==> src/rtl/tdm_demux2_pkg.sv <==
// Shared types and constants for the two-channel TDM de-interleaver.
package tdm_demux2_pkg;

    typedef enum logic [0:0] {
        ST_IDLE = 1'b0,
        ST_RUN  = 1'b1
    } state_e;

    localparam int unsigned WIDTH_DEFAULT = 4;
    localparam int unsigned FRAME_SLOTS   = 2 * WIDTH_DEFAULT;

    // A frame carries one X and one Y word interleaved slot by slot.
    function automatic int unsigned frame_slots(input int unsigned width);
        return 2 * width;
    endfunction

endpackage

==> src/rtl/tdm_demux2_sipo_shift.sv <==
// LSB-first serial-in/parallel-out register; word_d_o exposes the value the
// register will hold after this edge, so a completing bit can be captured directly.
module sipo_shift #(
    parameter int unsigned WIDTH = 4
) (
    input  logic             clock,
    input  logic             resetn,
    input  logic             en,
    input  logic             din,
    output logic [WIDTH-1:0] word_d_o
);

    logic [WIDTH-1:0] sr_q;
    logic [WIDTH-1:0] sr_d;

    // Next shift-register contents: new bit enters at the MSB end.
    always_comb begin
        if (en) begin
            sr_d = {din, sr_q[WIDTH-1:1]};
        end else begin
            sr_d = sr_q;
        end
    end

    // Shift-register storage.
    always_ff @(posedge clock or negedge resetn) begin
        if (!resetn) begin
            sr_q <= {WIDTH{1'b0}};
        end else begin
            sr_q <= sr_d;
        end
    end

    assign word_d_o = sr_d;

endmodule

==> src/rtl/tdm_demux2.sv <==
// De-interleaves an alternating X/Y serial slot stream into two parallel words,
// with frame lock tracking and framing-error detection.
module tdm_demux2
    import tdm_demux2_pkg::*;
#(
    parameter int unsigned WIDTH = WIDTH_DEFAULT
) (
    input  logic             clock,
    input  logic             resetn,
    input  logic             din,
    input  logic             din_valid,
    input  logic             sync,
    output logic [WIDTH-1:0] x_word,
    output logic [WIDTH-1:0] y_word,
    output logic             word_valid,
    output logic             slot_sel,
    output logic             locked,
    output logic             frame_err
);

    localparam int unsigned FSLOTS = frame_slots(WIDTH);
    localparam int unsigned CW     = $clog2(FSLOTS);
    localparam logic [CW-1:0] LAST_SLOT = CW'(FSLOTS - 1);
    localparam logic [CW-1:0] CNT_ZERO  = {CW{1'b0}};
    localparam logic [CW-1:0] CNT_ONE   = CW'(1);

    state_e           state_q, state_d;
    logic [CW-1:0]    cnt_q, cnt_d;
    logic [WIDTH-1:0] x_word_q, x_word_d;
    logic [WIDTH-1:0] y_word_q, y_word_d;
    logic             word_valid_q, word_valid_d;
    logic             frame_err_q, frame_err_d;
    logic             x_en_s, y_en_s;
    logic [WIDTH-1:0] x_next_s, y_next_s;

    // Decide which channel register (if any) accepts this cycle's bit.
    always_comb begin
        x_en_s = 1'b0;
        y_en_s = 1'b0;
        if (din_valid) begin
            case (state_q)
                ST_IDLE: begin
                    x_en_s = sync;
                end
                ST_RUN: begin
                    if (sync) begin
                        x_en_s = 1'b1;
                    end else if (cnt_q != CNT_ZERO) begin
                        x_en_s = ~cnt_q[0];
                        y_en_s = cnt_q[0];
                    end else begin
                        x_en_s = 1'b0;
                    end
                end
                default: begin
                    x_en_s = 1'b0;
                end
            endcase
        end else begin
            x_en_s = 1'b0;
        end
    end

    sipo_shift #(.WIDTH(WIDTH)) u_x_shift (
        .clock    (clock),
        .resetn   (resetn),
        .en       (x_en_s),
        .din      (din),
        .word_d_o (x_next_s)
    );

    sipo_shift #(.WIDTH(WIDTH)) u_y_shift (
        .clock    (clock),
        .resetn   (resetn),
        .en       (y_en_s),
        .din      (din),
        .word_d_o (y_next_s)
    );

    // Frame FSM, slot counter and output word updates; sync outranks completion.
    always_comb begin
        state_d      = state_q;
        cnt_d        = cnt_q;
        x_word_d     = x_word_q;
        y_word_d     = y_word_q;
        word_valid_d = 1'b0;
        frame_err_d  = 1'b0;
        if (din_valid) begin
            case (state_q)
                ST_IDLE: begin
                    if (sync) begin
                        cnt_d   = CNT_ONE;
                        state_d = ST_RUN;
                    end else begin
                        state_d = ST_IDLE;
                    end
                end
                ST_RUN: begin
                    if (sync) begin
                        cnt_d       = CNT_ONE;
                        frame_err_d = (cnt_q != CNT_ZERO);
                    end else if (cnt_q == CNT_ZERO) begin
                        frame_err_d = 1'b1;
                        state_d     = ST_IDLE;
                        cnt_d       = CNT_ZERO;
                    end else if (cnt_q == LAST_SLOT) begin
                        cnt_d        = CNT_ZERO;
                        word_valid_d = 1'b1;
                        x_word_d     = x_next_s;
                        y_word_d     = y_next_s;
                    end else begin
                        cnt_d = cnt_q + CNT_ONE;
                    end
                end
                default: begin
                    state_d = ST_IDLE;
                    cnt_d   = CNT_ZERO;
                end
            endcase
        end else begin
            state_d = state_q;
        end
    end

    // State and output registers.
    always_ff @(posedge clock or negedge resetn) begin
        if (!resetn) begin
            state_q      <= ST_IDLE;
            cnt_q        <= CNT_ZERO;
            x_word_q     <= {WIDTH{1'b0}};
            y_word_q     <= {WIDTH{1'b0}};
            word_valid_q <= 1'b0;
            frame_err_q  <= 1'b0;
        end else begin
            state_q      <= state_d;
            cnt_q        <= cnt_d;
            x_word_q     <= x_word_d;
            y_word_q     <= y_word_d;
            word_valid_q <= word_valid_d;
            frame_err_q  <= frame_err_d;
        end
    end

    assign x_word     = x_word_q;
    assign y_word     = y_word_q;
    assign word_valid = word_valid_q;
    assign frame_err  = frame_err_q;
    assign slot_sel   = cnt_q[0];
    assign locked     = (state_q == ST_RUN);

endmodule

==> config.mk <==
export PLATFORM = sky130hd
export DESIGN_NAME = tdm_demux2
export DESIGN_NICKNAME = d
export VERILOG_FILES = /design/src/rtl/tdm_demux2_pkg.sv /design/src/rtl/tdm_demux2_sipo_shift.sv /design/src/rtl/tdm_demux2.sv
export SDC_FILE = /design/constraint.sdc
export NUM_CORES = 1
export LEC_CHECK = 0
export ABC_AREA = 0
export CAP_MARGIN = 20
export CORE_ASPECT_RATIO = 1.75
export CORE_MARGIN = 1.5
export CORE_UTILIZATION = 35
export CTS_BUF_LIST = sky130_fd_sc_hd__clkbuf_8
export DETAILED_ROUTE_END_ITERATION = 6
export GPL_TIMING_DRIVEN = 0
export SLEW_MARGIN = 20
export SYNTH_ARGS = -nofsm -noshare
export SYNTH_HDL_FRONTEND = slang
export SYNTH_SLANG_ARGS = --single-unit
==> constraint.sdc <==
create_clock -name clock -period 1.8 [get_ports clock]
set_input_delay 0.36 -clock clock [delete_from_list [all_inputs] [get_ports clock]]
set_output_delay 0.36 -clock clock [all_outputs]
set_load 0.005 [all_outputs]
==> flow_summary.json <==
{
  "synth-main-ff-cell": "dfrtp_1",
  "min_period_over_period_pct": 96.0,
  "drc": 0,
  "cap_violations": 0,
  "netlist.area_leader.share_pct": 54.2,
  "cts_buffer_depth": 2,
  "pwr-share-comb_pct": 37.8,
  "final_layout_size_suffix_gt1_share_pct": 32.1,
  "start_util_pct": 37.3,
  "arrival_ns": 1.88,
  "synthesis.nets": 96,
  "pwr-share-seq_pct": 38.3,
  "outcome": "completed",
  "min_period_ns": 1.73,
  "port_buffers": 16,
  "final_max_slew_viol_count": 0,
  "finalWirelength_um": 1950,
  "cp_cell_sequence": "inv_2, ha_2, nand2b_1, clkbuf_8, ha_4, nand2_2, nor2_4, buf_6, mux2_2",
  "antenna_found_initial": 0,
  "root_buffer": "clkbuf_8",
  "final_util_pct": 50.4,
  "finalPower_mw": 1.91,
  "ys_seq_area_share_pct": 54.2,
  "p_switching_mw": 0.562,
  "finalHoldViolations": 0,
  "die_h_um": 74.3,
  "syn_avg_cell_area_sq_um": 11.8,
  "pre_cts_ws_ns": -0.310,
  "critPathTopFamily": "flip-flops",
  "end_kind": "flip-flop",
  "stdcell_area_sq_mm": 0.00137,
  "cp_slowest_cell": "dfrtp_2",
  "path_clk_slew_ns": 0.08,
  "htreeDepth": 1,
  "grt_pass1_wl_um": 3280,
  "track_usage_pct": 13.5,
  "power_density_mw_per_mm2": 1390,
  "viasPerCell": 5.30,
  "hold_class": "in2async",
  "synth-seq-cells": 22,
  "drt_pass1_iterations": 4,
  "final_cells": 139,
  "cts-buffers-inserted": 3,
  "path_buf_inv": 3,
  "postRouteAntennaNets": 0,
  "rows": 25,
  "synthTopCellsByCount": "dfrtp_1 (22), nand2_1 (8), a31oi_1 (6), o21ai_0 (6)",
  "antenna_cells_inserted": 0,
  "io-pin-count": 17,
  "cp_max_fo": 7,
  "slew_headroom_pct": 67.5,
  "grt_max_degree": 23,
  "synth_edf_count": 0,
  "synth_top_area_cell": "dfrtp_1",
  "yosys_warnings": 0,
  "internal_power_mw": 1.35,
  "clk-insertion-delay-late_ns": 0.26,
  "ys_async_sr_fraction_pct": 100,
  "wl_per_cell_um": 14.0,
  "p_clk_share_pct": 23.9,
  "syn_area_sq_mm": 0.00102,
  "core_area_sq_mm": 0.00272,
  "nNetsFinal": 123,
  "area_growth_pct": 35.1,
  "setup_slack_ns": 0.0721,
  "drt_iter0_drc": 25,
  "cts.sink_count": 22,
  "num_vias": 737,
  "worst_pin_slew_ns": 0.488,
  "die_area_sq_mm": 0.00325,
  "cellLeakagePower_nw": 0.664,
  "synth_most_common_cell": "dfrtp_1",
  "synthCells": 86,
  "start_kind": "flip-flop",
  "fmax_mhz": 579,
  "critPathRequiredTime_ns": 1.95,
  "crit_path_max_incr_delay_ns": 0.38,
  "synth.area.top_cells": "dfrtp_1 (54%), mux2_4 (7.4%), ha_1 (6.2%)",
  "gp_congestion": 0.810,
  "synth_cell_type_count": 24,
  "dp_cells": 129,
  "crit_type": "reg2reg",
  "grt_pass1_vias": 698,
  "cts_tree": "done",
  "switching_share_pct": 29.4,
  "setup_viol": 0,
  "die_width_um": 43.7,
  "ir_worst_vdd_mv": 0.687,
  "overflow": 0,
  "placed_cell_area_sq_mm": 0.00123,
  "clock_skew_ns": 0.00663,
  "dp_hpwl_um": 1370
}
flip-flops by register name, summed over array words and instances, names as in the netlist:
signal,flops
frame_err,1
y_word,4
u_y_shift.sr_q,4
u_x_shift.sr_q,4
locked,1
cnt_q,3
word_valid,1
x_word,4
power by group through the flow:
| stage | Clock (mW) | Combinational [mW] | Sequential (mW) |
|---|---|---|---|
| detailed placement | 0 | 0.639 | 0.757 |
| floorplan | 0 | 0.412 | 0.742 |
| global route | 0.489 | 0.790 | 0.756 |
| global placement | 0 | 0.619 | 0.749 |
| finish | 0.457 | 0.721 | 0.731 |
| CTS | 0.469 | 0.687 | 0.729 |
cells in the final DEF, fill, tap and decap left out, types with 2 or more instances in the layout:
| cell type | count |
|---|---|
| inv_1 | 4 |
| nor2_1 | 4 |
| clkdlybuf4s50_1 | 14 |
| a31oi_1 | 6 |
| clkbuf_8 | 4 |
| o21ai_0 | 6 |
| ha_1 | 3 |
| nand2_1 | 7 |
| dfrtp_1 | 21 |
| nand3_1 | 4 |
| and3_2 | 2 |
| mux2_4 | 5 |
| buf_4 | 6 |
| mux2_2 | 3 |
worst reg2reg max path, delay by kind of cell (launching register included):
| kind | cells | cell delay (ns) |
|---|---|---|
| muxes | 1 | 0.32 |
| buffers and inverters | 3 | 0.34 |
| adders and majority gates | 2 | 0.31 |
| DFF | 1 | 0.38 |
| and+or+nand+nor | 3 | 0.28 |
cell type report:
type	count	area, sq um
multi-input cells	55	449
repair buffers	22	211
inverters	5	18.8
fillers	252	1350
plain buffers	4	36.3
flip-flops and latches	22	552
well taps	27	33.8
clock buffers	3	41.3
clock inverters	1	30.0
layer usage:
layer	vias to the layer above	wire, um	track usage (%)	share of wire, %
li1	349	-	-	-
met1	373	840	16.4	43
met2	13	1040	22.9	53
met3	2	57	2.18	2.9
met4	0	13	6.06	0.67
met5	-	0	0	0
timing repair:
| item | 4_1_cts | 5_1_grt |
|---|---|---|
| buffers inserted | 2 | 4 |
| resized for setup | 2 | 4 |
| hold buffers | 0 | 0 |
| setup endpoints to repair | 4 | 3 |
| pin swaps | 1 | 1 |
stage by stage:
stage | hold slack, ns | TNS [ns]
after floorplan | 0.0644 | -0.0122
after global placement | 0.484 | -1.77
after detailed placement | 0.482 | -1.97
after CTS | 0.500 | 0
after global routing | 0.0837 | -0.0133
final | 0.0504 | 0
cells by family (layout without fill, tap and decap cells):
logic type / Yosys count / in the layout / synth area share, %
AND/OR/NAND/NOR: 25 / 25 / 14.2
flip-flops: 22 / 22 / 54.2
AO/OA/AOI/OAI: 17 / 17 / 10.3
buffers and inverters: 9 / 35 / 4.43
multiplexers: 8 / 8 / 10.7
adder cells (fa/ha/maj): 5 / 5 / 6.16
worst paths after layout:
path	cells after the start	slack [ns]	start	end
worst max-delay path	9	0.07	cnt_q[0]	y_word[2]
worst max register to register	9	0.07	cnt_q[0]	y_word[2]
min in group clock	1	0.50	u_y_shift.sr_q[0]	u_y_shift.sr_q[0]
max in group asynchronous	1	1.39	resetn	cnt_q[0]
worst min register to register	1	0.50	u_y_shift.sr_q[0]	u_y_shift.sr_q[0]
worst min-delay path	1	0.05	resetn	u_y_shift.sr_q[2]
Note: power is estimated with default switching activity, not from simulation.
